### src/rtl/hazard_sched_if.sv
// Hazard-unit bundle: pipeline register addresses and control bits in,
// forwarding selects plus stall/flush/divider status out.
interface hazard_sched_if #(
  parameter int REG_AW = 5
);
  logic [REG_AW-1:0] rsD, rtD;
  logic              branchD;
  logic [REG_AW-1:0] rsE, rtE, writeregE;
  logic              regwriteE, memtoregE, div_startE;
  logic [REG_AW-1:0] writeregM;
  logic              regwriteM, memtoregM, exceptM;
  logic [REG_AW-1:0] writeregW;
  logic              regwriteW;
  logic              i_stall, d_stall;

  logic              forwardaD, forwardbD;
  logic [1:0]        forwardaE, forwardbE;
  logic              stallF, stallD, stallE, stallM, stallW;
  logic              flushD, flushE, flushM, flushW;
  logic              div_busy, div_done;

  // Pipeline datapath side: drives stage information, consumes controls.
  modport master (
    output rsD, rtD, branchD,
    output rsE, rtE, writeregE, regwriteE, memtoregE, div_startE,
    output writeregM, regwriteM, memtoregM, exceptM,
    output writeregW, regwriteW,
    output i_stall, d_stall,
    input  forwardaD, forwardbD, forwardaE, forwardbE,
    input  stallF, stallD, stallE, stallM, stallW,
    input  flushD, flushE, flushM, flushW,
    input  div_busy, div_done
  );

  modport slave (
    input  rsD, rtD, branchD,
    input  rsE, rtE, writeregE, regwriteE, memtoregE, div_startE,
    input  writeregM, regwriteM, memtoregM, exceptM,
    input  writeregW, regwriteW,
    input  i_stall, d_stall,
    output forwardaD, forwardbD, forwardaE, forwardbE,
    output stallF, stallD, stallE, stallM, stallW,
    output flushD, flushE, flushM, flushW,
    output div_busy, div_done
  );
endinterface

### src/rtl/hazard_sched.sv
// Hazard/scheduling unit for a 5-stage MIPS pipeline: forwarding, load-use and
// branch interlocks, multi-cycle divider sequencing, memory freeze, M-stage exceptions.
module hazard_sched #(
  parameter int REG_AW     = 5,
  parameter int DIV_CYCLES = 32,
  parameter int CNT_W      = 8
) (
  input  logic          clk,
  input  logic          rst,
  hazard_sched_if.slave hz
);

  if (DIV_CYCLES < 2 || DIV_CYCLES > 255) begin : g_bad_div_cycles
    $error("hazard_sched: DIV_CYCLES must be within 2..255");
  end
  if ((2 ** CNT_W) <= DIV_CYCLES) begin : g_bad_cnt_w
    $error("hazard_sched: CNT_W too narrow for DIV_CYCLES");
  end

  localparam logic [REG_AW-1:0] REG_ZERO = '0;
  localparam logic [CNT_W-1:0]  CNT_LOAD = CNT_W'(DIV_CYCLES - 1);

  typedef enum logic [1:0] {
    S_IDLE = 2'd0,
    S_BUSY = 2'd1,
    S_DONE = 2'd2
  } div_state_e;

  div_state_e       state_q, state_d;
  logic [CNT_W-1:0] cnt_q, cnt_d;

  logic memstall, lwstall, branchstall, divstall, exc_flush;

  // M result has priority over W because it is the younger write.
  function automatic logic [1:0] fwd_sel_e(
    input logic [REG_AW-1:0] src,
    input logic [REG_AW-1:0] wreg_m,
    input logic              rw_m,
    input logic [REG_AW-1:0] wreg_w,
    input logic              rw_w
  );
    if (src != REG_ZERO && rw_m && src == wreg_m)      return 2'b10;
    else if (src != REG_ZERO && rw_w && src == wreg_w) return 2'b01;
    else                                               return 2'b00;
  endfunction

  always_comb begin
    hz.forwardaE = fwd_sel_e(hz.rsE, hz.writeregM, hz.regwriteM, hz.writeregW, hz.regwriteW);
    hz.forwardbE = fwd_sel_e(hz.rtE, hz.writeregM, hz.regwriteM, hz.writeregW, hz.regwriteW);
    hz.forwardaD = (hz.rsD != REG_ZERO) && hz.regwriteM && (hz.rsD == hz.writeregM);
    hz.forwardbD = (hz.rtD != REG_ZERO) && hz.regwriteM && (hz.rtD == hz.writeregM);
  end

  always_comb begin
    memstall = hz.i_stall || hz.d_stall;
    lwstall  = hz.memtoregE && (hz.rtE != REG_ZERO) &&
               ((hz.rtE == hz.rsD) || (hz.rtE == hz.rtD));
    branchstall = hz.branchD && (
        (hz.regwriteE && (hz.writeregE != REG_ZERO) &&
         ((hz.writeregE == hz.rsD) || (hz.writeregE == hz.rtD))) ||
        (hz.memtoregM && (hz.writeregM != REG_ZERO) &&
         ((hz.writeregM == hz.rsD) || (hz.writeregM == hz.rtD))));
    // A frozen pipeline holds the exception in M until memory is ready again.
    exc_flush = hz.exceptM && !memstall;
  end

  // Divider state register.
  always_ff @(posedge clk) begin
    // NOTE: sequential state uses non-blocking assignments so every flop
    // samples pre-edge values regardless of process ordering.
    if (rst) begin
      state_q <= S_IDLE;
      cnt_q   <= '0;
    end else begin
      state_q <= state_d;
      cnt_q   <= cnt_d;
    end
  end

  // Divider next-state: memstall freezes everything, then exceptions abort.
  always_comb begin
    // NOTE: defaulting every comb output first guarantees no latch is inferred
    // on paths that leave a signal unassigned.
    state_d = state_q;
    cnt_d   = cnt_q;
    unique case (state_q)
      S_IDLE: begin
        if (hz.div_startE && !memstall && !hz.exceptM) begin
          state_d = S_BUSY;
          cnt_d   = CNT_LOAD;
        end
      end
      S_BUSY: begin
        if (memstall) begin
          state_d = S_BUSY;
        end else if (hz.exceptM) begin
          state_d = S_IDLE;
        end else if (cnt_q == '0) begin
          state_d = S_DONE;
        end else begin
          cnt_d = cnt_q - 1'b1;
        end
      end
      S_DONE:  state_d = S_IDLE;
      default: state_d = S_IDLE;
    endcase
  end

  // Divider outputs; DONE releases E so the div leaves on that edge.
  always_comb begin
    hz.div_busy = (state_q == S_BUSY);
    hz.div_done = (state_q == S_DONE) && !hz.exceptM;
    divstall    = ((state_q == S_IDLE) && hz.div_startE) || (state_q == S_BUSY);
  end

  always_comb begin
    hz.stallM = memstall;
    hz.stallW = memstall;
    hz.flushD = exc_flush;
    hz.flushM = exc_flush;
    hz.flushW = exc_flush;
    if (exc_flush) begin
      hz.stallF = 1'b0;
      hz.stallD = 1'b0;
      hz.stallE = 1'b0;
      hz.flushE = 1'b1;
    end else begin
      hz.stallF = lwstall || branchstall || divstall || memstall;
      hz.stallD = lwstall || branchstall || divstall || memstall;
      hz.stallE = divstall || memstall;
      // Bubble only when E really advances, or it would overwrite a held op.
      hz.flushE = (lwstall || branchstall) && !divstall && !memstall;
    end
  end

endmodule

### src/flat_wrapper.sv
// flat-port wrapper written by rule: the top's interface ports become plain ports
module hazard_sched_flat 
#(
  parameter int REG_AW     = 5,
  parameter int DIV_CYCLES = 32,
  parameter int CNT_W      = 8
)
  (clk, rst, hz_rsD, hz_rtD, hz_branchD, hz_rsE, hz_rtE, hz_writeregE, hz_regwriteE, hz_memtoregE, hz_div_startE, hz_writeregM, hz_regwriteM, hz_memtoregM, hz_exceptM, hz_writeregW, hz_regwriteW, hz_i_stall, hz_d_stall, hz_forwardaD, hz_forwardbD, hz_forwardaE, hz_forwardbE, hz_stallF, hz_stallD, hz_stallE, hz_stallM, hz_stallW, hz_flushD, hz_flushE, hz_flushM, hz_flushW, hz_div_busy, hz_div_done);
  hazard_sched_if #(.REG_AW(REG_AW)) hz_i ();
  input  logic clk;
  input  logic rst;
  input wire logic [$bits(hz_i.rsD)-1:0] hz_rsD;
  input wire logic [$bits(hz_i.rtD)-1:0] hz_rtD;
  input wire logic [$bits(hz_i.branchD)-1:0] hz_branchD;
  input wire logic [$bits(hz_i.rsE)-1:0] hz_rsE;
  input wire logic [$bits(hz_i.rtE)-1:0] hz_rtE;
  input wire logic [$bits(hz_i.writeregE)-1:0] hz_writeregE;
  input wire logic [$bits(hz_i.regwriteE)-1:0] hz_regwriteE;
  input wire logic [$bits(hz_i.memtoregE)-1:0] hz_memtoregE;
  input wire logic [$bits(hz_i.div_startE)-1:0] hz_div_startE;
  input wire logic [$bits(hz_i.writeregM)-1:0] hz_writeregM;
  input wire logic [$bits(hz_i.regwriteM)-1:0] hz_regwriteM;
  input wire logic [$bits(hz_i.memtoregM)-1:0] hz_memtoregM;
  input wire logic [$bits(hz_i.exceptM)-1:0] hz_exceptM;
  input wire logic [$bits(hz_i.writeregW)-1:0] hz_writeregW;
  input wire logic [$bits(hz_i.regwriteW)-1:0] hz_regwriteW;
  input wire logic [$bits(hz_i.i_stall)-1:0] hz_i_stall;
  input wire logic [$bits(hz_i.d_stall)-1:0] hz_d_stall;
  output wire logic [$bits(hz_i.forwardaD)-1:0] hz_forwardaD;
  output wire logic [$bits(hz_i.forwardbD)-1:0] hz_forwardbD;
  output wire logic [$bits(hz_i.forwardaE)-1:0] hz_forwardaE;
  output wire logic [$bits(hz_i.forwardbE)-1:0] hz_forwardbE;
  output wire logic [$bits(hz_i.stallF)-1:0] hz_stallF;
  output wire logic [$bits(hz_i.stallD)-1:0] hz_stallD;
  output wire logic [$bits(hz_i.stallE)-1:0] hz_stallE;
  output wire logic [$bits(hz_i.stallM)-1:0] hz_stallM;
  output wire logic [$bits(hz_i.stallW)-1:0] hz_stallW;
  output wire logic [$bits(hz_i.flushD)-1:0] hz_flushD;
  output wire logic [$bits(hz_i.flushE)-1:0] hz_flushE;
  output wire logic [$bits(hz_i.flushM)-1:0] hz_flushM;
  output wire logic [$bits(hz_i.flushW)-1:0] hz_flushW;
  output wire logic [$bits(hz_i.div_busy)-1:0] hz_div_busy;
  output wire logic [$bits(hz_i.div_done)-1:0] hz_div_done;
  assign hz_i.rsD = hz_rsD;
  assign hz_i.rtD = hz_rtD;
  assign hz_i.branchD = hz_branchD;
  assign hz_i.rsE = hz_rsE;
  assign hz_i.rtE = hz_rtE;
  assign hz_i.writeregE = hz_writeregE;
  assign hz_i.regwriteE = hz_regwriteE;
  assign hz_i.memtoregE = hz_memtoregE;
  assign hz_i.div_startE = hz_div_startE;
  assign hz_i.writeregM = hz_writeregM;
  assign hz_i.regwriteM = hz_regwriteM;
  assign hz_i.memtoregM = hz_memtoregM;
  assign hz_i.exceptM = hz_exceptM;
  assign hz_i.writeregW = hz_writeregW;
  assign hz_i.regwriteW = hz_regwriteW;
  assign hz_i.i_stall = hz_i_stall;
  assign hz_i.d_stall = hz_d_stall;
  assign hz_forwardaD = hz_i.forwardaD;
  assign hz_forwardbD = hz_i.forwardbD;
  assign hz_forwardaE = hz_i.forwardaE;
  assign hz_forwardbE = hz_i.forwardbE;
  assign hz_stallF = hz_i.stallF;
  assign hz_stallD = hz_i.stallD;
  assign hz_stallE = hz_i.stallE;
  assign hz_stallM = hz_i.stallM;
  assign hz_stallW = hz_i.stallW;
  assign hz_flushD = hz_i.flushD;
  assign hz_flushE = hz_i.flushE;
  assign hz_flushM = hz_i.flushM;
  assign hz_flushW = hz_i.flushW;
  assign hz_div_busy = hz_i.div_busy;
  assign hz_div_done = hz_i.div_done;
  hazard_sched #(.REG_AW(REG_AW), .DIV_CYCLES(DIV_CYCLES), .CNT_W(CNT_W)) u_core (.clk(clk), .rst(rst), .hz(hz_i));
endmodule
### config.mk
export PLATFORM = sky130hd
export DESIGN_NAME = hazard_sched_flat
export DESIGN_NICKNAME = d
export VERILOG_FILES = /design/src/rtl/hazard_sched_if.sv /design/src/rtl/hazard_sched.sv /design/src/flat_wrapper.sv
export SDC_FILE = /design/constraint.sdc
export NUM_CORES = 1
export LEC_CHECK = 0
export BUFFER_PORTS_ARGS = -buffer_cell sky130_fd_sc_hd__buf_2
export CAP_MARGIN = 25
export CORE_MARGIN = 2
export CORE_UTILIZATION = 45
export DETAILED_ROUTE_END_ITERATION = 8
export GPL_TIMING_DRIVEN = 0
export PLACE_DENSITY = 0.78
export RECOVER_POWER = 50
export SETUP_SLACK_MARGIN = 0.5
export SYNTH_ARGS = -nofsm -noshare
export SYNTH_HDL_FRONTEND = slang
export SYNTH_SLANG_ARGS = --single-unit
### constraint.sdc
create_clock -name clk -period 2.4 [get_ports clk]
set_input_delay 0.48 -clock clk [delete_from_list [all_inputs] [get_ports clk]]
set_output_delay 0.48 -clock clk [all_outputs]
set_load 0.02 [all_outputs]
## Word-level counts from Yosys, hierarchy flattened

Cells that the tools add are included.
W data, S select, Z words.

| storage, ports and cells | value |
|---|---|
| output and inout bits | 17 |
| flip-flop bits (word level) | 10 |
| input port bits | 47 |
| logic and storage cells | 89 |

| operators by class | value |
|---|---|
| equality and inequality tests | 19 |
| mux-type cells | 17 |
| reductions and logical operators | 50 |
| add/subtract/negate cells | 1 |

Operators by type and width:

| operator | number |
|---|---|
| $eq A5 B5 Y1 | 12 |
| $mux W8 | 4 |
| $reduce_bool A5 Y1 | 6 |
| $logic_and A1 B1 Y1 | 26 |
| $pmux W8 S2 | 1 |
| $mux W2 | 6 |
| $logic_or A1 B1 Y1 | 10 |
| $logic_not A8 Y1 | 1 |
| $sub A8 B1 Y8 const B | 1 |
| $ne A2 B2 Y1 const B | 3 |
| $mux W1 | 5 |
| $reduce_and A5 Y1 | 1 |
| $ne A4 B2 Y1 const B | 1 |
| $pmux W2 S2 | 1 |
| $logic_not A1 Y1 | 3 |
| $eq A2 B1 Y1 const B | 1 |
| $eq A2 B2 Y1 const B | 1 |
| $logic_not A2 Y1 | 1 |
| $ne A2 B1 Y1 const B | 1 |
| $reduce_and A2 Y1 | 1 |
| $reduce_bool A2 Y1 | 1 |

## Depth between registers and ports, before layout

Gate-level depths: netlist (run 1).

| logic depth | value |
|---|---|
| depth in word-level cells | 9 |
| depth in mapped cells | 8 |
| depth with buffers taken out | 7 |

## Least setup slack after synthesis (run 1)

Ideal clock, no wire load.

| timing path | value |
|---|---|
| path kind | in2out |
| start | input port hz_rsE[1] |
| end | output port hz_forwardaE[0] |
| path buffers | 0 |
| required time | 1.920 ns |
| data arrival time | 1.987 ns |
| setup slack | -0.067 ns |
| cell stages on the path | 4 |
| cells stage by stage | or4_1 -> nor2_1 -> nor4_1 -> nor4_1 |

| between the ends | value |
|---|---|
| cells in the longest elaborated chain, start to end | 5 |
| elaborated cells on any way between the ends | 9 |
| classes of those cells | eq/ne (2); mux (2); reduce/logical (5) |

Ends and longest elaborated chain:

| what | RTL line | RTL |
|---|---|---|
| start, declared | flat_wrapper.sv:15 | `input wire logic [$bits(hz_i.rsE)-1:0] hz_rsE;` |
| $reduce_bool A5 Y1 | hazard_sched.sv:42, hazard_sched.sv:43 |  |
| $logic_and A1 B1 Y1 (2 in a row) | hazard_sched.sv:43 | `else if (src != REG_ZERO && rw_w && src == wreg_w) return 2'b01;` |
| $mux W1 | hazard_sched.sv:43 |  |
| $mux W2 (*) | hazard_sched.sv:42 | `if (src != REG_ZERO && rw_m && src == wreg_m) return 2'b10;` |
| end, declared | flat_wrapper.sv:31 | `output wire logic [$bits(hz_i.forwardaE)-1:0] hz_forwardaE;` |

Mark *: on every way between the ends. The rest lies on a longest branch, timed or not.

## Worst setup path after layout (run 1)

| timing path | value |
|---|---|
| start | input port hz_writeregE[3] |
| end | output port hz_stallF |

| between the ends | value |
|---|---|
| cells in the longest elaborated chain, start to end | 9 |
| elaborated cells on any way between the ends | 12 |
| classes of those cells | eq/ne (2); mux (1); reduce/logical (9) |

Ends and longest elaborated chain:

| what | RTL line | RTL |
|---|---|---|
| start, declared | flat_wrapper.sv:17 | `input wire logic [$bits(hz_i.writeregE)-1:0] hz_writeregE;` |
| $eq A5 B5 Y1 / $reduce_bool A5 Y1 (equally long branches) | hazard_sched.sv:60, hazard_sched.sv:59 |  |
| $logic_or A1 B1 Y1 / $logic_and A1 B1 Y1 (equally long branches) | hazard_sched.sv:60, hazard_sched.sv:59 |  |
| $logic_and A1 B1 Y1 (*) | hazard_sched.sv:59 | `(hz.regwriteE && (hz.writeregE != REG_ZERO) &&` |
| $logic_or A1 B1 Y1 (*) | hazard_sched.sv:60 | `((hz.writeregE == hz.rsD) \|\| (hz.writeregE == hz.rtD))) \|\|` |
| $logic_and A1 B1 Y1 (*) | hazard_sched.sv:58 | `branchstall = hz.branchD && (` |
| $logic_or A1 B1 Y1 (*) (3 in a row) | hazard_sched.sv:128 | `hz.stallF = lwstall \|\| branchstall \|\| divstall \|\| memstall;` |
| $mux W1 (*) | hazard_sched.sv:122 | `if (exc_flush) begin` |
| end, declared | flat_wrapper.sv:33 | `output wire logic [$bits(hz_i.stallF)-1:0] hz_stallF;` |

Marks and branches as above.

==> results of run 1 <==
-- worst max path at each step --
stage	start	endpoint	slack [ns]
floorplan	hz_writeregM[1]	hz_stallF	0.11
detailed placement	hz_writeregE[0]	hz_stallF	-0.07
finish	hz_writeregE[3]	hz_stallF	-0.02
global route	hz_writeregM[2]	hz_stallF	-0.09
CTS	hz_writeregM[2]	hz_stallF	-0.02
global placement	hz_writeregE[0]	hz_stallF	-0.07
-- layer usage --
layer	track usage, %	vias up
li1	-	743
met1	27.4	686
met2	39.5	99
met3	1.53	22
met4	10.1	0
met5	0	-
-- state kept, by name, indices dropped and copies added (netlist names) --
signal	cells
u_core.cnt_q	8
u_core.state_q	2
-- synth_stat cells, types with 6 or more instances --
library cell	number	area, µm²
nand2_1	6	22.5
xnor2_1	28	245
nand3_1	9	45.0
inv_1	6	22.5
a21oi_1	7	35.0
nor3_1	10	50.1
xor2_1	28	245
nor2_1	15	56.3
dfxtp_1	10	200
-- power by group --
group | switching, mW | leakage (nW) | internal (mW)
Clock | 0.0617 | 0.0210 | 0.0920
Sequential | 0.00607 | 0.0812 | 0.173
Combinational | 0.163 | 0.757 | 0.158
Total | 0.231 | 0.859 | 0.423
-- stage by stage --
stage          power, mW  TNS [ns]  cell area, µm²  utilization, %
3_3_place_gp       0.437   -0.0656            1720            61.2
3_5_place_dp       0.442   -0.0653            1720            61.2
6_report           0.654   -0.0207            2070            73.9
5_1_grt            0.690   -0.0908            2070            73.9
2_1_floorplan      0.358         0            1420               -
4_1_cts            0.621   -0.0190            1910            68.2
-- area by class of cell --
class | instances | area, µm²
multi-input combinational | 143 | 1140
fill | 209 | 733
timing repair buffer | 68 | 478
sequential | 10 | 200
buffer | 15 | 151
tap | 31 | 38.8
clock buffer | 4 | 36.3
inverter | 6 | 22.5
-- what timing repair did --
action,4_1_cts,5_1_grt
buffers inserted,5,11
pin swaps,17,16
hold buffers,0,0
gates resized for setup,36,28
setup endpoints to repair,9,9
-- kinds of logic after synthesis --
| group | count (synthesis) |
|---|---|
| buf+inv | 21 |
| fa+ha+maj | 2 |
| simple gates | 66 |
| compound gates | 19 |
| flops | 10 |
| xor+xnor | 56 |
-- worst reg2reg max path, delay by kind of cell, from the launching register on --
kind	cells	cell delay (ns)
DFF	1	0.34
AOI/OAI and AO/OA	3	0.49
xor gates and xnor gates	1	0.15
and+or+nand+nor	2	0.72
-- cell usage in the layout (no fill, tap or decap), types with 3 or more instances in the layout --
cell       n
buf_6     13
nor4_4     3
clkbuf_1   3
nor2_1    12
nand4_1    4
nor3_1     9
buf_8      7
buf_2     34
a211oi_1   3
nand3_1    8
a21oi_1    6
or4_4      4
o21ai_2    3
buf_4     21
clkbuf_2   3
nand2_1    6
clkbuf_4   3
nor2_4     3
xor2_1    27
inv_1      6
xnor2_1   25
xnor2_2    3
dfxtp_1   10
==> results.md, run 1 <==
- Number of instances in the placed design: 257
- Average wire per standard cell: 15.7 µm
- Final setup fails: 1
- Final WS setup: -0.0207 ns
- Initial antenna violation count: 0
- Pwr dens: 316 nW/µm²
- Via Count: 1550
- Area Growth Syn to Fin: 52.2%
- Vias/cell: 5.60
- Hold/Removal Path Class: register to register
- Synth cell types: 39
- Hold Path Depth: 1
- Mapped Area: 1360 µm²
- Pin count of the biggest net entering global routing: 9
- Adder-Cell Fraction of Synth Area: 1.84%
- Crit path cell chain: buf_2 > or4_1 > o211ai_1 > a21oi_2 > nor3_2 > o21ai_2 > buf_6 > buf_6
- Sink Count: 10
- Ant diodes: 0
- Initial Utilization: 48.5%
- Clk slew on worst S/H paths: 0.07 ns
- Post-synthesis sequential area ratio: 14.7%
- Post-synth EDFFs: 0
- Most used DFF post-synth: dfxtp_1
- Max Used Layer: met4
- Global Route Usage Sum: 22.3%
- Cell row count: 19
- Post-Synth Simple-Gate Area: 29.2%
- DRC Markers: 0
- Slew @ Worst Pin: 0.634 ns
- Failing checks: negative setup slack
- Final Hold Fails: 0
- CP peak stage delay: 0.49 ns
- Die area: 3480 µm²
- Clock buffer depth: 2
- Total Nets Final: 296
- Largest family of logic cells by synthesized area: XOR/XNOR gates
- Status: finished, violations left
- Hold Path Origin: u_core.cnt_q[0]
- Final cell count without fillers: 277
- First-pass DRT Iterations: 4
- Max-cap violations: 0
- Synth Register Bits: 10
- RSZ-0062 raised after global routing: true
- DP Wirelength: 2.77 mm
- Ys async rst share: 0%
- Core area: 2810 µm²
- GP Congestion: 0.818
- Wire length on met2: 2.14 mm
- Critical path buffers and inverters: 3
- Clock skew: 0.00303 ns
- Post-route antenna net violation count: 0
- Proportion of synthesized area in mux cells: 0%
- Max VDD drop: 164 µV
- CTS tree: done
- Reg2reg start: u_core.cnt_q[2]
- Drt total wl: 4.36 mm
- Worst Setup Start Kind: input pin
- First-pass GRT wire length: 6.06 mm
- Slew margin rel.: 57.3%
- Buffers added on ports: 52
- Worst skew pair latency: 0.26 ns
- Period minus WS final: 2.42 ns
- Synthesized area per cell: 7.82 µm²
- H-tree Lvls: 1
- Post-Syn Instances: 174
- CP delay by family, top: simple AND/OR/NAND/NOR gates
- Critical path's most frequent cell: buf_6
- Worst Setup End Kind: output pin
- Pre-CTS setup slack: -0.0653 ns
- Post-Synth XOR/XNOR Area: 36.0%
- Layout cells sized above 1: 44.7%
- Starting DRT DRC Count: 61
- Worst endpoint required time: 1.92 ns
- Critical path depth: 8
- Worst reg-to-reg path cell count: 6
- Vias in the first global route: 1360
- Fin crit share: 101%
- Hold WS: 0.501 ns
- Syn Nets: 223
- Crit-path slowest cell: or4_1
- Root Buffer: clkbuf_4
- CTS Buf Count: 3
- Compound-Gate Fraction of Synth Area: 9.38%
- WS Path Type: input pin to output pin
- DR WL met3: 286 µm
- Die height: 59 µm
- Data arrival, critical path: 1.94 ns
- Worst reg2reg setup slack: 0.57 ns
- Remaining global-route overflow: 0
- Met1 WL: 1.72 mm
- Max FO, Critical Path: 3
- WHS Endpoint: u_core.cnt_q[0]
- Yosys warnings: 0
- Worst reg2reg path endpoint: u_core.cnt_q[4]
- Fmax: 413 MHz
- IO Pins: 64
- Final slew viol count: 0
- Die width: 59 µm
- Leakage power figure: 0.859 nW
Note: power is estimated with default switching activity, not from simulation.
==> inputs of run 2 (changes only) <==
--- a/config.mk
+++ b/config.mk
@@ -9,6 +9,7 @@
 export CAP_MARGIN = 25
 export CORE_MARGIN = 2
 export CORE_UTILIZATION = 45
+export CTS_BUF_LIST = sky130_fd_sc_hd__clkbuf_8
 export DETAILED_ROUTE_END_ITERATION = 8
 export GPL_TIMING_DRIVEN = 0
 export PLACE_DENSITY = 0.78
==> run 2 against run 1 <==
Effect of this change:
- the run still ends with negative setup slack left
- cell area grew 0.91%
- maximum frequency shrank 0.17%
- sequential power is essentially flat
- combinational power is essentially flat
- count of clock-buffer cells in the layout is the same
- register-to-register slack is essentially flat
- sequential share of layout area shrank 0.087 points
- non-clock buffer count is the same
- flip-flop and latch count is the same
- largest cell class unchanged
- highest routed layer unchanged
==> results.md, run 2 (synthesis gave the netlist of run 1 again) <==
- Status: finished, violations left
- Failing checks: negative setup slack
- Final Core Density: 74.5% (+0.67 points)
- Fmax: 412 MHz (-0.17%)
- Hold Path Depth: 1 (unchanged)
- Critical path's most frequent cell: buf_6
- Average wire per standard cell: 16.1 µm (+2.3%)
- Core area: 2810 µm² (unchanged)
- Switching share of power: 33.6% (-1.8 points)
- First-pass DRT Iterations: 4 (unchanged)
- Pre-CTS setup slack: -0.0653 ns (unchanged)
- Hold WS: 0.503 ns (+0.00219 ns)
- Clock skew: 0.00132 ns (-0.00171 ns)
- Pwr dens: 343 nW/µm² (+8.6%)
- Max FO, Critical Path: 3 (unchanged)
- Ant diodes: 0 (unchanged)
- Hold/Removal Path Class: register to register
- Root Buffer: clkbuf_8
- Clk network pwr share: 30.1% (+6.6 points)
- DP Wirelength: 2.77 mm (unchanged)
- Biggest regs: u_core.cnt_q x8, u_core.state_q x2
- Pin count of the biggest net entering global routing: 9 (unchanged)
- Layout cells sized above 1: 44.7% (unchanged)
- Slew @ Worst Pin: 0.618 ns (-0.0163 ns)
- DRC Markers: 0 (unchanged)
- Via Count: 1550 (unchanged)
- Area Growth Syn to Fin: 53.6%
- Worst Setup Start Kind: input pin
- Total Nets Final: 296 (unchanged)
- Drt total wl: 4.46 mm (+2.3%)
- Number of instances in the placed design: 257 (unchanged)
- Final setup fails: 1 (unchanged)
- WS Path Type: input pin to output pin
- Buffers added on ports: 52 (unchanged)
- Post-route antenna net violation count: 0 (unchanged)
- Worst skew pair latency: 0.24 ns (-0.02 ns)
- CTS tree: done
- Die area: 3480 µm² (unchanged)
- Max VDD drop: 192 µV (+17%)
- Clock buffer depth: 2 (unchanged)
- Final cell count without fillers: 277 (unchanged)
- Vias in the first global route: 1371 (+0.81%)
- Leakage power figure: 0.867 nW (+0.90%)
- Starting DRT DRC Count: 76 (+25%)
- Crit path cell chain: buf_2 > or4_1 > o211ai_1 > a21oi_2 > nor3_2 > o21ai_2 > buf_6 > buf_6
- Final slew viol count: 0 (unchanged)
- Most flop-heavy register: u_core.cnt_q
- Largest register FFs: 8 (unchanged)
- Commonest non-fill, non-tap cells in the layout: 34 x buf_2, 27 x xor2_1, 25 x xnor2_1
- Sink Count: 10 (unchanged)
- Initial Utilization: 48.5% (unchanged)
- CP peak stage delay: 0.49 ns (about the same)
- Final Hold Fails: 0 (unchanged)
- Slew margin rel.: 58.4% (+1.1 points)
- Crit-path slowest cell: or4_1
- P_int: 476 µW (+13%)
- Switch Pwr: 241 µW (+4.1%)
- Worst reg-to-reg path cell count: 6 (unchanged)
- Clk slew on worst S/H paths: 0.05 ns (-0.02 ns)
- Sequential Power Share: 25.1% (-2.3 points)
- Die width: 59 µm (unchanged)
- IO Pins: 64 (unchanged)
- CTS Buf Count: 3 (unchanged)
- GR peak layer: met2
- Fin crit share: 101% (+0.17 points)
- Initial antenna violation count: 0 (unchanged)
- Vias/cell: 5.60 (unchanged)
- Cell row count: 19 (unchanged)
- Period minus WS final: 2.42 ns (+0.00404 ns)
- GP Congestion: 0.818 (unchanged)
- Met1 GRT Util: 27.3% (-0.13 points)
- Data arrival, critical path: 1.94 ns (about the same)
- H-tree Lvls: 1 (unchanged)
- Combinational share of power: 44.9% (-4.2 points)
- Worst Setup End Kind: output pin
- First-pass GRT wire length: 6.11 mm (+0.91%)
- GR Util met2: 39.8% (+0.32 points)
- Worst endpoint required time: 1.92 ns (about the same)
- Final WS setup: -0.0247 ns (-0.00404 ns)
- Die height: 59 µm (unchanged)
- RSZ-0062 raised after global routing: true
- Max-cap violations: 0 (unchanged)
- Remaining global-route overflow: 0 (unchanged)
- Global Route Usage Sum: 22.8% (+0.45 points)
- M3 GR Usage: 1.53% (unchanged)
- Most common library cell in the layout ignoring fill and taps: buf_2
run 2: final timing paths:
check                   from         endpoint  slack, ns
max reg2reg  u_core.cnt_q[2]  u_core.cnt_q[4]       0.57
max          hz_writeregE[3]        hz_stallF      -0.02
min reg2reg  u_core.cnt_q[0]  u_core.cnt_q[0]       0.50
min          u_core.cnt_q[0]  u_core.cnt_q[0]       0.50
run 2: what timing repair did:
action	CTS	global route
cloned	0	0
setup endpoints to repair	9	9
hold buffers	0	0
pin swaps	17	16
buffers inserted	5	11
hold endpoints to repair	0	0
resized for setup	36	28
run 2: worst max-delay path, delay by kind of cell:
kind                   cells  cell delay [ns]
AOI/OAI and AO/OA          3             0.42
buffers and inverters      3             0.37
and+or+nand+nor            2             0.68
run 2: layer usage:
metal,vias to the layer above,share of wire (%)
met1,703,40
li1,739,-
met3,18,6.4
met4,0,3.8
met2,90,50
met5,-,0
run 2: cell type report:
| cell class | instances | area [µm²] |
|---|---|---|
| multi-input cells | 143 | 1140 |
| fillers | 204 | 714 |
| repair buffers | 68 | 478 |
| flip-flops and latches | 10 | 200 |
| plain buffers | 15 | 151 |
| clock buffers | 4 | 55.1 |
| well taps | 31 | 38.8 |
| inverters | 6 | 22.5 |
run 2: metrics by stage:
step / area [µm²] / setup TNS (ns) / power, mW
6_report: 2090 / -0.0247 / 0.717
5_1_grt: 2090 / -0.0908 / 0.755
4_1_cts: 1930 / -0.0190 / 0.687
3_5_place_dp: 1720 / -0.0653 / 0.442
3_3_place_gp: 1720 / -0.0656 / 0.437
2_1_floorplan: 1420 / 0 / 0.358
run 2: power by group through the flow:
stage / Combinational (mW) / Sequential [mW] / Clock, mW
after floorplan: 0.176 / 0.182 / 0
after global placement: 0.254 / 0.183 / 0
after detailed placement: 0.258 / 0.183 / 0
after CTS: 0.286 / 0.180 / 0.221
after global routing: 0.343 / 0.180 / 0.232
final: 0.322 / 0.180 / 0.215
